$ cat config.mk
export PLATFORM = sky130hd
export DESIGN_NAME = decoder_iteration_scheduler
export DESIGN_NICKNAME = d
export VERILOG_FILES = /design/src/rtl/decoder_iteration_scheduler.sv
export SDC_FILE = /design/constraint.sdc
export NUM_CORES = 1
export LEC_CHECK = 0
export CAP_MARGIN = 20
export CORE_MARGIN = 8
export CORE_UTILIZATION = 55
export DETAILED_ROUTE_END_ITERATION = 10
export PLACE_DENSITY = 0.79
export SYNTH_ARGS = -nofsm -noshare
export SYNTH_HDL_FRONTEND = slang
export SYNTH_SLANG_ARGS = --single-unit
$ cat constraint.sdc
create_clock -name clk -period 3.55 [get_ports clk]
set_clock_uncertainty 0.05 [all_clocks]
set_input_delay 0.355 -clock clk [delete_from_list [all_inputs] [get_ports clk]]
set_output_delay 0.355 -clock clk [all_outputs]
set_load 0.03 [all_outputs]
$ cat src/rtl/decoder_iteration_scheduler.sv
// Iteration sequencer for the min-sum decoder: VN -> CN per iteration,
// then the output layer, with early termination, abort and a layer watchdog.
module decoder_iteration_scheduler #(
    parameter int MAX_ITER   = 5,
    parameter int ITER_W     = 3,
    parameter bit EARLY_TERM = 1'b1,
    parameter int TIMEOUT    = 1024
) (
    input  logic              clk,
    input  logic              rst,
    input  logic              start,
    input  logic              abort,
    input  logic              varn_ready,
    input  logic              checkn_ready,
    input  logic              syndrome_ok,
    input  logic              outn_ready,
    output logic              data_ready,
    output logic              prev_ready,
    output logic              checkn_start,
    output logic              outn_start,
    output logic [ITER_W-1:0] iter,
    output logic              busy,
    output logic              done,
    output logic              early_exit,
    output logic              timeout_err
);

    localparam logic [2:0] S_IDLE     = 3'd0;
    localparam logic [2:0] S_VAR_GO   = 3'd1;
    localparam logic [2:0] S_VAR_WAIT = 3'd2;
    localparam logic [2:0] S_CHK_GO   = 3'd3;
    localparam logic [2:0] S_CHK_WAIT = 3'd4;
    localparam logic [2:0] S_OUT_GO   = 3'd5;
    localparam logic [2:0] S_OUT_WAIT = 3'd6;
    localparam logic [2:0] S_DONE     = 3'd7;

    localparam logic [ITER_W-1:0] LAST_ITER = ITER_W'(MAX_ITER - 1);
    localparam bit                WD_EN     = (TIMEOUT != 0);
    localparam logic [15:0]       WD_LAST   = 16'((TIMEOUT == 0) ? 0 : TIMEOUT - 1);

    logic [2:0]        r_state;
    logic [15:0]       r_wd;
    logic [ITER_W-1:0] r_iter;
    logic              r_prev;
    logic              r_early;
    logic              r_dr;
    logic              r_cs;
    logic              r_os;
    logic              r_busy;
    logic              r_done;
    logic              r_to;

    logic [2:0]        w_nxt;
    logic [ITER_W-1:0] w_iter;
    logic              w_prev;
    logic              w_early;
    logic              w_to;
    logic              w_wait;
    logic              w_expire;

    assign w_wait = (r_state == S_VAR_WAIT) ||
                    (r_state == S_CHK_WAIT) ||
                    (r_state == S_OUT_WAIT);
    assign w_expire = WD_EN && w_wait && (r_wd == WD_LAST);

    // Abort beats ready and watchdog; ready beats watchdog on the expiry cycle.
    always_comb begin
        w_nxt   = r_state;
        w_iter  = r_iter;
        w_prev  = r_prev;
        w_early = r_early;
        w_to    = 1'b0;
        if (abort && (r_state != S_IDLE)) begin
            w_nxt = S_IDLE;
        end else begin
            unique case (r_state)
                S_IDLE: begin
                    if (start) begin
                        w_nxt   = S_VAR_GO;
                        w_iter  = '0;
                        w_prev  = 1'b0;
                        w_early = 1'b0;
                    end
                end
                S_VAR_GO: w_nxt = S_VAR_WAIT;
                S_VAR_WAIT: begin
                    if (varn_ready) begin
                        w_nxt = S_CHK_GO;
                    end else if (w_expire) begin
                        w_nxt = S_IDLE;
                        w_to  = 1'b1;
                    end
                end
                S_CHK_GO: w_nxt = S_CHK_WAIT;
                S_CHK_WAIT: begin
                    if (checkn_ready) begin
                        if (EARLY_TERM && syndrome_ok) begin
                            w_early = 1'b1;
                            w_nxt   = S_OUT_GO;
                        end else if (r_iter == LAST_ITER) begin
                            w_nxt = S_OUT_GO;
                        end else begin
                            w_iter = r_iter + ITER_W'(1);
                            w_prev = 1'b1;
                            w_nxt  = S_VAR_GO;
                        end
                    end else if (w_expire) begin
                        w_nxt = S_IDLE;
                        w_to  = 1'b1;
                    end
                end
                S_OUT_GO: w_nxt = S_OUT_WAIT;
                S_OUT_WAIT: begin
                    if (outn_ready) begin
                        w_nxt = S_DONE;
                    end else if (w_expire) begin
                        w_nxt = S_IDLE;
                        w_to  = 1'b1;
                    end
                end
                S_DONE:  w_nxt = S_IDLE;
                default: w_nxt = S_IDLE;
            endcase
        end
    end

    always_ff @(posedge clk or negedge rst) begin
        if (!rst) begin
            r_state <= S_IDLE;
            r_wd    <= '0;
            r_iter  <= '0;
            r_prev  <= 1'b0;
            r_early <= 1'b0;
            r_dr    <= 1'b0;
            r_cs    <= 1'b0;
            r_os    <= 1'b0;
            r_busy  <= 1'b0;
            r_done  <= 1'b0;
            r_to    <= 1'b0;
        end else begin
            r_state <= w_nxt;
            r_iter  <= w_iter;
            r_prev  <= w_prev;
            r_early <= w_early;
            if (w_nxt != r_state) begin
                r_wd <= '0;
            end else if (w_wait) begin
                r_wd <= r_wd + 16'd1;
            end
            r_dr   <= (w_nxt == S_VAR_GO);
            r_cs   <= (w_nxt == S_CHK_GO);
            r_os   <= (w_nxt == S_OUT_GO);
            r_busy <= (w_nxt != S_IDLE);
            r_done <= (w_nxt == S_DONE);
            r_to   <= w_to;
        end
    end

    assign data_ready   = r_dr;
    assign prev_ready   = r_prev;
    assign checkn_start = r_cs;
    assign outn_start   = r_os;
    assign iter         = r_iter;
    assign busy         = r_busy;
    assign done         = r_done;
    assign early_exit   = r_early;
    assign timeout_err  = r_to;

endmodule

Word level (Yosys, flattened, before mapping)
Cells that the tools add are included.
{"block": "totals", "register_bits": 30, "in_bits": 8, "out_inout_bits": 11}
{"block": "op_classes", "n_mux": 30, "reduce_logical": 11, "bitwise_logic": 1, "n_eq_ne": 19, "addsub": 2}
{"cell": "2-to-1 mux 3 bit", "count": 12}
{"cell": "2-to-1 mux 16 bit", "count": 2}
{"cell": "one-hot mux 3 bit (8 select lines)", "count": 1}
{"cell": "== test 3 bit (second input constant)", "count": 7}
{"cell": "adder 16 x 1 -> 16 bit (second input constant)", "count": 1}
{"cell": "== test 16 x 10 -> 1 bit (second input constant)", "count": 1}
{"cell": "2-to-1 mux 1 bit", "count": 11}
{"cell": "inequality test 2 bit (second input constant)", "count": 5}
{"cell": "== test 3 x 2 -> 1 bit (second input constant)", "count": 3}
{"cell": "== test 3 x 1 -> 1 bit (second input constant)", "count": 2}
{"cell": "one-hot mux 3 bit (2 select lines)", "count": 1}
{"cell": "AND reduction 6 bit", "count": 1}
{"cell": "nonzero test 3 bit", "count": 2}
{"cell": "AND reduction 5 bit", "count": 1}
{"cell": "one-hot mux 1 bit (2 select lines)", "count": 2}
{"cell": "nonzero test 2 bit", "count": 2}
{"cell": "adder 3 x 1 -> 3 bit (second input constant)", "count": 1}
{"cell": "logical NOT 3 bit", "count": 1}
{"cell": "inequality test 3 bit", "count": 1}
{"cell": "one-hot mux 1 bit (3 select lines)", "count": 1}
{"cell": "logical AND 1 bit", "count": 2}
{"cell": "logical OR 1 bit", "count": 2}
{"cell": "NOT 1 bit", "count": 1}

Longest topological paths before layout
{"block": "depth", "depth_word": 10, "mapped_depth": 10, "depth_no_buf": 8}

Worst setup path before layout
OpenSTA, ideal clock, no wires.
{"block": "synth_timing", "kind": "reg-to-reg", "start": "reg r_state[0]", "end": "reg r_wd[0]", "path_slack_ns": 1.349, "t_arrival_ns": 2.032, "t_required_ns": 3.381, "setup_time_ns": 0.119, "stages_incl_launch_ff": 10, "path_cell_list": "dfrtp_1 > buf_6 > o21ba_4 > nand4_4 > or3_4 > a211o_1 > buf_6 > o21ai_4 > buf_6 > nor2_2"}
{"block": "synth_via", "elab_chain_len": 10, "elab_cells_between_ends": 23}
{"element": "start, declared", "line": "41", "rtl": "logic [2:0] r_state;"}
{"element": "start signal, assigned", "line": "141", "rtl": "r_state <= w_nxt;"}
{"element": "== test 3 x 2 -> 1 bit or == test 3 bit (tied branches)", "line": "61, 76, 62"}
{"element": "logical OR 1 bit", "line": "61", "rtl": "assign w_wait = (r_state == S_VAR_WAIT) ||"}
{"element": "logical OR 1 bit", "line": "62", "rtl": "(r_state == S_CHK_WAIT) ||"}
{"element": "logical AND 1 bit", "line": "64", "rtl": "assign w_expire = WD_EN && w_wait && (r_wd == WD_LAST);"}
{"element": "2-to-1 mux 3 bit", "line": "89, 107, 116"}
{"element": "2-to-1 mux 3 bit, on equally long branches", "line": "114, 87, 96"}
{"element": "one-hot mux 3 bit (8 select lines)", "line": "76", "rtl": "unique case (r_state)"}
{"element": "2-to-1 mux 3 bit", "line": "73", "rtl": "if (abort && (r_state != S_IDLE)) begin"}
{"element": "inequality test 3 bit", "line": "145", "rtl": "if (w_nxt != r_state) begin"}
{"element": "2-to-1 mux 16 bit or nonzero test 2 bit (tied branches)"}
{"element": "end signal, assigned", "line": "148", "rtl": "r_wd <= r_wd + 16'd1;"}
{"element": "end, declared", "line": "42", "rtl": "logic [15:0] r_wd;"}
Several ways; a longest one is shown, not always the timed one.
A chain may end at the register's enable or synchronous reset.

Final worst setup path
{"block": "layout_timing", "start": "reg r_state[0]", "end": "reg r_wd[8]"}
Same word-level chain as after synthesis.

==> out/metrics.cfg <==
[logic_synthesis]
synth_ff_type=dfrtp_1
syn-num-nets=168
post_synth_num_cell_types=43
synth_area_sq_mm=0.00158
netlist_instances=157
synth_edf_count=0
async_flop_share_pct=100
ys_ff_latch=30
avgSynthCellArea_sq_um=10.1
yosysWarnings=0
seq_area_frac_synth_pct=47.4

[sta]
fmax_ghz=0.398
slew_headroom_pct=56.8
fin_setup_tns_ns=0
period_share_pct=70.7
worst_pin_slew_ns=0.641
layout_min_cycle_time_ns=2.51
hold_viol=0
rsz0062_at_grt=false
worst_slack_ns=1.04
finalSetupViolations=0
report.final.slew_viol_count=0

[detailed_routing]
firstDrtPassIters=4
drt-vias-per-instance=5.60
drc=0
num_vias=1175
wire_per_inst_microns=14.1
antenna_left=0
drtIter0Drc=81
wl_microns=2970

[final_layout]
multi_input_area_sq_um=764
diodes=0
area_growth_pct=16.3
seq_area_sq_um=751
fillers=224
fin_area_sq_mm=0.00184
largest_reg_flops=16
layout-drive-gt1-share_pct=15.1
fin_nets=189
top_register=r_wd

[power]
comb_power_share_pct=43.1
p_seq_share_pct=35.2
clkPwrFrac_pct=21.7
power.density_mw_per_mm2=675
swShare_pct=41.4
peakVddDrop_v=0.000514
power_leakage_nw=0.787
switchingPower_mw=0.515
power.internal_mw=0.729

[floorplan]
die-area_sq_mm=0.00485
initial_utilization_pct=57.4
rows=19
dieHeight_microns=69.7
ioPinCount=19
core_area_sq_mm=0.00276
die_w_microns=69.7

[worst_setup_path]
worstPathArrival_ns=2.66
worst-path-max-fanout=16
reg2reg_depth=6
r2r_start=r_state[0]
cp-end-kind=register
crit_type=reg -> reg
r2r_setup_slack_ns=1.04
worstPathRequired_ns=3.70
startpoint_type=register
timing.rr.end=r_wd[8]

[clock_network]
h-tree-depth=2
numCtsBuffers=5
cts_hold_buf=0
clockRootBuffer=clkbuf_4
cts.reportedPaths.clkPinSlew_ns=0.10
clock_sinks=30
postCtsSetupRepairBufs=0
clockBufferDepth=2
insertion_delay_ns=0.34
cts_resized=0
cts_tree=done

[grt]
antenna_found_initial=0
grtUsageMet2_pct=23.1
grt_pass1_vias=1195
grt_usage_pct=13.8
met1_usage_pct=14.4
grt_max_degree=31
gr-total-overflow=0
gr-usage-met3_pct=6.29
grt_pass1_wl_microns=5360
busiest_layer=met2

[status]
status=finished, final reports clean

[placement]
portBuffers=18
dpl_cell_area_sq_mm=0.00176
dp_hpwl_microns=2190
finalWeightedCongestion=0.971
pre_cts_ws_ns=1.05

[worst_hold_path]
hold_class=in -> async

[job]
cap_violations=0

worst max-delay path: stages, from the launching register on:
cell and delay [ns]:
dfrtp_1 0.47, o21ba_4 0.29, nand4_4 0.12, or3_4 0.41
a211o_1 0.40, o21ai_4 0.52, nor2_1 0.11
power by group through the flow:
stage	clock network, mW	logic [mW]	registers, mW
6_report	0.270	0.536	0.438
5_1_grt	0.294	0.583	0.448
4_1_cts	0.276	0.536	0.438
3_5_place_dp	0	0.535	0.445
3_3_place_gp	0	0.526	0.441
2_1_floorplan	0	0.401	0.477
cells in the final DEF, fill, tap and decap left out, drive strengths merged, types with 2 or more instances in the layout:
master,instances
clkdlybuf4s50,18
clkinv,2
clkbuf,5
or3,2
xnor2,8
nand2,8
nor3,2
nand4,4
o21ai,4
xor2,8
or2,3
nor2,30
ha,3
and3,3
a21oi,4
nand2b,2
and2,2
nand3,10
nand3b,2
inv,6
nor4,3
dfrtp,30
o21bai,2
per-stage QoR:
stage,power [mW],instances,utilization (%),hold slack (ns)
after global routing,1.32,210,66.8,0.343
after CTS,1.25,210,66.8,0.332
final,1.24,210,66.8,0.333
after detailed placement,0.979,202,64.0,0.446
after floorplan,0.879,157,-,0.00941
after global placement,0.967,202,64.0,0.442
cells in the mapped netlist (3+ instances only):
| library cell | n | area [sq um] |
|---|---|---|
| xnor2_1 | 8 | 70.1 |
| buf_6 | 3 | 33.8 |
| dfrtp_1 | 30 | 751 |
| and3_1 | 3 | 18.8 |
| nand3_1 | 10 | 50.1 |
| nor2_1 | 20 | 75.1 |
| nor4_1 | 3 | 18.8 |
| nor2_2 | 10 | 62.6 |
| a21oi_1 | 4 | 20.0 |
| inv_1 | 6 | 22.5 |
| nand2_1 | 8 | 30.0 |
| ha_1 | 3 | 37.5 |
| o21ai_0 | 3 | 15.0 |
| xor2_1 | 8 | 70.1 |
| or2_2 | 3 | 18.8 |
| nand4_1 | 3 | 18.8 |
area by class of cell:
class | instances | area share, %
Timing Repair Buffer | 19 | 10.2
Clock inverter | 3 | 2.17
Tap cell | 31 | 2.11
Inverter | 6 | 1.22
Clock buffer | 5 | 2.04
Multi-Input combinational cell | 116 | 41.5
Sequential cell | 30 | 40.8
kinds of logic (layout without fill, tap and decap cells):
family | after synthesis | after routing | share of synthesized area, %
buffers and inverters | 11 | 33 | 4.34
DFF | 30 | 30 | 47.4
AOI/OAI and AO/OA | 21 | 21 | 10.5
xor gates and xnor gates | 16 | 16 | 8.85
muxes | 1 | 1 | 0.632
adders and majority gates | 3 | 3 | 2.37
and+or+nand+nor | 75 | 75 | 25.9
worst max-delay path by stage:
stage                    start       end  cells past startpoint
floorplan           r_state[0]   r_wd[0]                      9
global placement    r_state[1]  r_wd[12]                      6
detailed placement  r_state[0]  r_wd[10]                      6
CTS                 r_state[0]   r_wd[8]                      6
global route        r_state[1]   r_wd[8]                      6
finish              r_state[0]   r_wd[8]                      6
metal layers:
metal / routed length, microns / part of all wire [%]
met3: 182 / 6.1
met1: 1310 / 44
met4: 70 / 2.4
met5: 0 / 0
met2: 1410 / 47
No activity file was read; power rests on OpenSTA's default activity.
